==> src/rtl/aes_v3_seq.sv <==
// Multi-cycle AES round-function unit: byte-select (Inv)SubBytes / (Inv)MixColumn
// plus a whole-word mode that time-shares NSBOX S-box lanes across cycles.

package aes_v3_seq_pkg;

    // Operands captured when a request is accepted.
    typedef struct packed {
        logic        dec;
        logic        mix;
        logic        word;
        logic [1:0]  bs;
        logic [31:0] rs1;
        logic [31:0] rs2;
    } op_t;

    function automatic logic [7:0] xtime(input logic [7:0] a);
        return {a[6:0], 1'b0} ^ (a[7] ? 8'h1b : 8'h00);
    endfunction

    function automatic logic [7:0] gf_mul(input logic [7:0] a, input logic [7:0] b);
        logic [7:0] p;
        logic [7:0] t;
        p = 8'h00;
        t = a;
        for (int i = 0; i < 8; i++) begin
            if (b[i]) p = p ^ t;
            t = xtime(t);
        end
        return p;
    endfunction

    // Multiplicative inverse as a^254 (maps 0 to 0).
    function automatic logic [7:0] gf_inv(input logic [7:0] a);
        logic [7:0] r;
        logic [7:0] t;
        t = gf_mul(a, a);
        r = 8'h01;
        for (int i = 1; i < 8; i++) begin
            r = gf_mul(r, t);
            t = gf_mul(t, t);
        end
        return r;
    endfunction

    function automatic logic [7:0] rotl8(input logic [7:0] x, input int n);
        return (x << n) | (x >> (8 - n));
    endfunction

    function automatic logic [7:0] sbox_fwd(input logic [7:0] x);
        logic [7:0] y;
        y = gf_inv(x);
        return y ^ rotl8(y, 1) ^ rotl8(y, 2) ^ rotl8(y, 3) ^ rotl8(y, 4) ^ 8'h63;
    endfunction

    function automatic logic [7:0] sbox_inv(input logic [7:0] x);
        return gf_inv(rotl8(x, 1) ^ rotl8(x, 3) ^ rotl8(x, 6) ^ 8'h05);
    endfunction

    // Single-byte column contribution, byte 0 of the result is the row-0 coefficient.
    function automatic logic [31:0] mix_byte(input logic [7:0] b, input logic dec);
        if (dec)
            return {gf_mul(b, 8'h0b), gf_mul(b, 8'h0d), gf_mul(b, 8'h09), gf_mul(b, 8'h0e)};
        else
            return {gf_mul(b, 8'h03), b, b, xtime(b)};
    endfunction

    function automatic logic [31:0] mix_col(input logic [31:0] w, input logic dec);
        logic [31:0] r;
        logic [7:0]  a0, a1, a2, a3;
        r = 32'h0;
        for (int i = 0; i < 4; i++) begin
            a0 = w[8*i +: 8];
            a1 = w[8*((i+1)%4) +: 8];
            a2 = w[8*((i+2)%4) +: 8];
            a3 = w[8*((i+3)%4) +: 8];
            if (dec)
                r[8*i +: 8] = gf_mul(a0, 8'h0e) ^ gf_mul(a1, 8'h0b)
                            ^ gf_mul(a2, 8'h0d) ^ gf_mul(a3, 8'h09);
            else
                r[8*i +: 8] = xtime(a0) ^ xtime(a1) ^ a1 ^ a2 ^ a3;
        end
        return r;
    endfunction

    function automatic logic [31:0] rotl_bytes(input logic [31:0] r, input logic [1:0] bs);
        case (bs)
            2'd0:    return r;
            2'd1:    return {r[23:0], r[31:24]};
            2'd2:    return {r[15:0], r[31:16]};
            default: return {r[7:0],  r[31:8]};
        endcase
    endfunction

endpackage

module aes_sbox
    import aes_v3_seq_pkg::*;
(
    input  logic       inv,
    input  logic [7:0] in,
    output logic [7:0] out
);

    assign out = inv ? sbox_inv(in) : sbox_fwd(in);

endmodule

module aes_v3_seq
    import aes_v3_seq_pkg::*;
#(
    parameter int unsigned NSBOX = 1
) (
    input  logic        g_clk,
    input  logic        g_reset,
    input  logic        valid,
    input  logic        dec,
    input  logic        mix,
    input  logic        word,
    input  logic [31:0] rs1,
    input  logic [31:0] rs2,
    input  logic [1:0]  bs,
    output logic [31:0] rd,
    output logic        ready
);

    if (!(NSBOX == 1 || NSBOX == 2 || NSBOX == 4)) begin : g_bad_nsbox
        $error("aes_v3_seq: NSBOX must be 1, 2 or 4");
    end

    localparam int unsigned NSTEP = 4 / NSBOX;
    localparam logic [1:0]  LAST  = 2'(NSTEP - 1);

    typedef enum logic [1:0] {IDLE, SUB, MIX, DONE} state_t;

    state_t      state_q, state_d;
    op_t         op_q, op_d;
    logic [1:0]  cnt_q, cnt_d;
    logic [31:0] wreg_q, wreg_d;
    logic [31:0] rd_q, rd_d;
    logic        ready_q, ready_d;

    logic [7:0]  lane_in  [NSBOX];
    logic [7:0]  lane_out [NSBOX];
    logic [1:0]  lane_idx [NSBOX];

    for (genvar g = 0; g < int'(NSBOX); g++) begin : g_lane
        aes_sbox u_sbox (
            .inv (op_q.dec),
            .in  (lane_in[g]),
            .out (lane_out[g])
        );
    end

    // Lane j serves byte cnt*NSBOX+j in word mode; lane 0 serves the selected byte otherwise.
    always_comb begin
        for (int j = 0; j < int'(NSBOX); j++) begin
            lane_idx[j] = 2'(int'(cnt_q) * int'(NSBOX) + j);
            lane_in[j]  = 8'h00;
            if (op_q.word)
                lane_in[j] = op_q.rs1[8*lane_idx[j] +: 8];
            else if (j == 0)
                lane_in[j] = op_q.rs1[8*op_q.bs +: 8];
        end
    end

    always_ff @(posedge g_clk) begin
        if (g_reset) begin
            state_q <= IDLE;
            op_q    <= '0;
            cnt_q   <= 2'd0;
            wreg_q  <= 32'h0;
            rd_q    <= 32'h0;
            ready_q <= 1'b0;
        end else begin
            state_q <= state_d;
            op_q    <= op_d;
            cnt_q   <= cnt_d;
            wreg_q  <= wreg_d;
            rd_q    <= rd_d;
            ready_q <= ready_d;
        end
    end

    always_comb begin
        state_d = state_q;
        op_d    = op_q;
        cnt_d   = cnt_q;
        wreg_d  = wreg_q;
        rd_d    = rd_q;
        ready_d = 1'b0;

        case (state_q)
            IDLE: begin
                if (valid) begin
                    op_d.dec  = dec;
                    op_d.mix  = mix;
                    op_d.word = word;
                    op_d.bs   = bs;
                    op_d.rs1  = rs1;
                    op_d.rs2  = rs2;
                    cnt_d     = 2'd0;
                    state_d   = SUB;
                end
            end

            SUB: begin
                if (!valid) begin
                    state_d = IDLE;
                end else if (!op_q.word) begin
                    rd_d    = rotl_bytes(op_q.mix ? mix_byte(op_q.rs1[8*op_q.bs +: 8], op_q.dec)
                                                  : {24'h0, lane_out[0]}, op_q.bs) ^ op_q.rs2;
                    ready_d = 1'b1;
                    state_d = DONE;
                end else begin
                    for (int j = 0; j < int'(NSBOX); j++)
                        wreg_d[8*lane_idx[j] +: 8] = lane_out[j];
                    if (cnt_q == LAST) begin
                        if (op_q.mix) begin
                            state_d = MIX;
                        end else begin
                            rd_d    = wreg_d ^ op_q.rs2;
                            ready_d = 1'b1;
                            state_d = DONE;
                        end
                    end else begin
                        cnt_d = cnt_q + 2'd1;
                    end
                end
            end

            MIX: begin
                if (!valid) begin
                    state_d = IDLE;
                end else begin
                    rd_d    = mix_col(wreg_q, op_q.dec) ^ op_q.rs2;
                    ready_d = 1'b1;
                    state_d = DONE;
                end
            end

            DONE:    state_d = IDLE;
            default: state_d = IDLE;
        endcase
    end

    assign rd    = rd_q;
    assign ready = ready_q;

endmodule

==> config.mk <==
export PLATFORM = sky130hd
export DESIGN_NAME = aes_v3_seq
export DESIGN_NICKNAME = d
export VERILOG_FILES = /design/src/rtl/aes_v3_seq.sv
export SDC_FILE = /design/constraint.sdc
export NUM_CORES = 2
export LEC_CHECK = 0
export ABC_AREA = 1
export CAP_MARGIN = 0
export CORE_MARGIN = 3
export CORE_UTILIZATION = 46
export CTS_BUF_LIST = sky130_fd_sc_hd__clkbuf_16
export DETAILED_ROUTE_END_ITERATION = 8
export GPL_ROUTABILITY_DRIVEN = 1
export PLACE_DENSITY_LB_ADDON = 0.08
export SLEW_MARGIN = 5
export SYNTH_ARGS = -nofsm -noshare
export SYNTH_HDL_FRONTEND = slang
export SYNTH_SLANG_ARGS = --single-unit
==> constraint.sdc <==
create_clock -name g_clk -period 20.1 [get_ports g_clk]
set_input_delay 4.02 -clock g_clk [delete_from_list [all_inputs] [get_ports g_clk]]
set_output_delay 4.02 -clock g_clk [all_outputs]
set_load 0.05 [all_outputs]
* Word level (Yosys, flattened, before mapping)
Index checks and enable logic that the tools add are counted.
** Operators by class
- Add/sub/neg operators :: 2
- Div/mod/pow operators :: 0
- Shift-type cells :: 4
- Bitwise logic cells :: 475
- Multiplexer cells :: 598
- Reductions and logical operators :: 9
- Multiply operators :: 0
- Magnitude comparators :: 0
- Equality and inequality tests :: 14
** Operator list (number)
- bitwise XOR 8 bit :: 434
- two-way mux 8 bit :: 356
- two-way mux 5 bit :: 199
- two-way mux 32 bit :: 10
- bitwise XOR 8 x 5 -> 8 bit :: 15
- case mux 32 bit (3 select lines) :: 1
- bitwise XOR 32 bit :: 3
- case mux 32 bit (2 select lines) :: 1
- variable part select 32 x 6 -> 8 bit :: 2
- negator 5 -> 34 bit :: 1
- variable shift 8 x 34 -> 32 bit, first input constant :: 1
- variable part select 8 x 34 -> 32 bit :: 1
- bitwise mux 32 bit :: 1
- two-way mux 2 bit :: 11
- bitwise OR 8 x 1 -> 8 bit :: 2
- bitwise OR 8 x 3 -> 8 bit :: 2
- two-way mux 7 bit :: 2
- NOT 1 bit, first input constant :: 14
- two-way mux 6 bit :: 2
- inequality test 2 bit, second input constant :: 5
- AND reduction 5 bit :: 2
- equality test 2 bit, second input constant :: 4
- two-way mux 1 bit :: 8
- two-way mux 4 bit :: 2
- other kinds (17) :: 23
** Word-level totals
- Bits in registers :: 138
- Bits of input ports :: 72
- Bits in latches :: 0
- Memories :: 0
- Logic and storage cells :: 1113
- Memory bits (read-only) :: 0
- Memory bits (writable) :: 0

* Longest topological paths before layout
- Word-level depth :: 145
- Depth in mapped cells :: 148

* By module
A second synthesis with hierarchy kept.
** Second synthesis, totals
- Cells, all modules :: 9821
- Area total of the unflattened synthesis :: 49033.3 um^2
** Modules (own cells, without submodules)
- aes_sbox :: cells an instance 7590, area an instance 35434.0 um^2, seq. area each 0.0 um^2, instances 1
- aes_v3_seq :: cells an instance 2231, area an instance 13599.3 um^2, seq. area each 2762.6 um^2, instances 1

* Worst setup path before layout
No wires, ideal clock.
- Path kind :: register to register
- Start point :: register op_q[64] in the netlist's numbering
- End point :: register rd_q[30] (netlist: rd[30])
- Arrival time :: 13.756 ns
- Period minus slack after synthesis :: 13.864 ns
- Cell stages (with the launch flop) :: 123
- Path buffers :: 16
- Slack :: 6.236 ns
- Library setup time :: 0.109 ns
- Cells stage by stage :: dfxtp_1 -> buf_6 -> inv_4 -> buf_12 -> nand2_1 -> nand2_1 -> nand2_2 -> nand2_4 -> nand2_2 -> nand2_2 -> buf_6 -> buf_2 -> ha_1 -> inv_1 -> nand3_1 -> nand3_1 -> nand2_1 -> nor2_1 -> [... 87 more ...] -> nand2_1 -> nand2_2 -> nand2_1 -> nand2_2 -> nand2_2 -> nand2_1 -> nand3_1 -> nand2_1 -> nor2_2 -> nand3_1 -> o21ai_0 -> nand2_1 -> nand2_1 -> nand2_1 -> nand2_1 -> nand3_1 -> nand2_1 -> inv_1
** Between the ends
- Longest elaborated chain between the ends :: 142
- Elaborated cells on any way between the ends :: 842
- Classes of those cells :: eq/ne (2); shift (2); mux (445); bitwise (392); reduce/logical (1)
** RTL lines
- start: declaration :: line 136 : op_t op_q, op_d;
- start signal: assignment :: line 176 : op_q <= op_d;
- parallel branches: the longest is 139 deep, another holds variable part select 32 x 6 -> 8 bit
- two-way mux 32 bit * :: line 209 : end else if (!op_q.word) begin
- two-way mux 32 bit * :: line 207 : if (!valid) begin
- case mux 32 bit (2 select lines) * :: line 192 : case (state_q)
- end signal: assignment :: line 179 : rd_q <= rd_d;
- end: declaration :: line 139 : logic [31:0] rd_q, rd_d;
Every way passes the cells marked *. The select of a mux whose other input is x is not followed.
A chain may end at the register's enable or synchronous reset.

* Final worst setup path
- Start point :: register cnt_q[0]
- End point :: register rd_q[21] (netlist: rd[21])
** Between the ends
- Longest elaborated chain between the ends :: 142
- Elaborated cells on any way between the ends :: 807
- Classes of those cells :: add/sub (1); eq/ne (2); shift (3); mux (419); bitwise (381); reduce/logical (1)
** RTL lines
- start: declaration :: line 137 : logic [1:0] cnt_q, cnt_d;
- start signal: assignment :: line 177 : cnt_q <= cnt_d;
- parallel branches: the longest is 142 deep, another holds variable part select 32 x 6 -> 8 bit
Parallel ways; which one is timed is not known. The select of a mux whose other input is x is not followed.

==> metrics <==
DIE HEIGHT between 300 and 400 um; number of buffers created by CTS 17; EDFF count, synth 0; Sink Count between 100 and 150; Clock Skews ~0.014 ns; syn avg cell area roughly 5.2 um^2; worst r2r src cnt_q[0]$_SDFFE_PP0P_; area of the core roughly 100000 um^2; Synth top area share around 29%; DR vias 57360; number of vias per cell about 5.4; achievable frequency roughly 0.055 GHz; Chip Width between 300 and 400 um; Worst-path clk slew approximately 0.060 ns; Netlist Area Pre-Place 48500 um^2; Slew headroom about a fifth; number of synthesized register bits 138; 1st-iter DRT viols around 6000; R2R Path End rd[21]$_SDFFE_PP0P_; Seq/Total Area, Yosys under 10%; Die Area around 110000 um^2; Slowest Stage Delay on Critical Path around 0.67 ns; hpwl dp 132700 um; CP max stage cell dfxtp_1; Final min period approximately 18 ns; port bufs 104; Critical Path Source cnt_q[0]$_SDFFE_PP0P_; Hold Vio Cnt, Final 0; worst-path maximum fanout 26; Worst setup SP type register; Setup-failing EPs final 0; total congestion overflow 0; CP Class reg -> reg; synth top area cells nand2_1, nand3_1, xor2_1; RePlAce Congestion about 0.98; Synth area leader nand2_1; most frequent cell after synthesis nand2_1; Post-synth top flop dfxtp_1; max_cap viols 0; worst min path class reg -> reg; Slew Viols, Final 0; CP endpoint rd[21]$_SDFFE_PP0P_; syn nets roughly 9400; number of global-route vias before repair 50590; final WL between 150000 and 200000 um; initial antenna violation count 1; GRT Util Overall 29.99%; Reg2Reg Setup Slack 1.86 ns; NumNets Final 9311; Site Rows about 120; crit end category register; RSZ-0062 raised after global routing no; fin crit share a little over 90%; pin count of the biggest net entering global routing a little under 90; path depth of the worst reg2reg path approximately 110; H-tree Lvls 4; Routed Antenna Nets 0; Synth Warn # 0; asr flop ratio synth 0%; I/O pin cnt about 110; worst setup margin ~1.9 ns; starting density of the core 46.59%; Slew @ Worst Pin about 1.2 ns; Post-route DRC 0; library cells used by synthesis between 60 and 70; Worst EP required around 20 ns; Pre-Repair DR Iteration Count 8; layout cells sized above 1 under 10%; first-pass GRT wire length 270200 um; status complete, no violations; worst-skew pair later-pin latency 0.44 ns; setup TNS 0 ns; Antenna diodes 0; CTS tree built; WP data arrival ~19 ns; cell mode on critical path nand2_1; routed len/inst around 16 um; Root Driver clkbuf_16; worst-case clock buffer depth 2; Cells after Synth about 9400; pre-CTS setup slack between 1.5 and 2 ns; Layout area overhead 3.346%; top post-synthesis cells by count nand2_1, nand3_1, inv_1, nor2_1, xor2_1
[worst max-delay path, delay by kind of cell (launching register included)]
kind                       cells  cell delay (ns)
DFF                            1             0.67
xor gates and xnor gates       4             1.26
AOI/OAI and AO/OA              4             0.54
and+or+nand+nor               84            10.82
adders and majority gates      3             1.38
buffers and inverters         19             3.36
[per-stage QoR]
stage               area [um^2]  utilization [%]  hold WS (ns)  cells
floorplan                 48500                -        0.4437   9354
global placement          49520            47.57        0.4574  10580
detailed placement        49520            47.57        0.4640  10580
CTS                       50100            48.13        0.4705  10610
global route              50120            48.15        0.4895  10610
finish                    50120            48.15        0.4705  10610
[how the worst min path moves through the flow]
stage	from	end	slack (ns)	depth (start not counted)
5_1_grt	op_q[38]$_SDFFE_PP0P_	op_q[38]$_SDFFE_PP0P_	0.49	2
3_3_place_gp	op_q[24]$_SDFFE_PP0P_	op_q[24]$_SDFFE_PP0P_	0.46	2
2_1_floorplan	op_q[40]$_SDFFE_PP0P_	op_q[40]$_SDFFE_PP0P_	0.44	2
6_report	op_q[5]$_SDFFE_PP0P_	rd[5]$_SDFFE_PP0P_	0.47	2
4_1_cts	op_q[5]$_SDFFE_PP0P_	rd[5]$_SDFFE_PP0P_	0.47	2
3_5_place_dp	op_q[56]$_SDFFE_PP0P_	op_q[56]$_SDFFE_PP0P_	0.46	2
[cell usage in the layout (no fill, tap or decap), drive strengths merged, types with 2 or more instances in the layout]
| cell type | instances |
|---|---|
| nand3 | 1298 |
| a211oi | 5 |
| a21boi | 5 |
| nand3b | 93 |
| o2111ai | 2 |
| nor3 | 4 |
| a21oi | 202 |
| buf | 30 |
| o22ai | 18 |
| nand2 | 4103 |
| inv | 1023 |
| o21a | 2 |
| ha | 22 |
| o221ai | 5 |
| dfxtp | 138 |
| o21ai | 344 |
| o211ai | 24 |
| a221oi | 3 |
| clkinv | 23 |
| nand4 | 98 |
| or2 | 54 |
| clkinvlp | 5 |
| clkdlybuf4s50 | 103 |
| a21o | 4 |
| bufinv | 3 |
| xor2 | 608 |
| a31oi | 5 |
| xnor2 | 295 |
| nor2 | 652 |
| clkbuf | 17 |
| o21bai | 31 |
| nand2b | 2 |
[registers in the layout, summed over array words and instances (netlist names)]
| register | cells |
|---|---|
| rd | 32 |
| cnt_q | 2 |
| op_q | 69 |
| wreg_q | 32 |
| ready | 1 |
| state_q | 2 |
[final cells by class]
type | count | area (um^2)
Clock inverter | 14 | 153.9
Multi-Input combinational cell | 7887 | 39870
Clock buffer | 17 | 425.4
Timing Repair Buffer | 133 | 1254
Fill cell | 11440 | 53970
Sequential cell | 138 | 2765
Inverter | 1039 | 3921
Tap cell | 1380 | 1727
Timing Repair inverter | 1 | 5.005
[metal layers]
metal / wire length, um / vias up / global-route usage [%] / part of all wire [%]
met5: 0 / - / 0 / 0
met4: 4097 / 0 / 7.234 / 2.4
met3: 13280 / 292 / 2.711 / 7.7
met2: 75900 / 2307 / 48.81 / 44
met1: 78440 / 25770 / 42.48 / 46
li1: - / 29000 / - / -
[cells by family after synthesis]
family | after synthesis | share of synthesized area (%)
XOR/XNOR | 904 | 17.15
flip-flops | 138 | 5.696
buffers and inverters | 1329 | 12.16
AO/OA/AOI/OAI | 653 | 7.355
multiplexers | 2 | 0.04386
AND/OR/NAND/NOR | 6306 | 57.03
adder cells (fa/ha/maj) | 22 | 0.5676
[timing repair]
item	CTS	global route
endpoints found under the setup margin	0	64
hold buffers	0	0
setup buffers	0	0
gates resized for setup	0	8
Power is not shown: default switching activity piles up to over one toggle a cycle in this logic, so the estimate is an artifact.
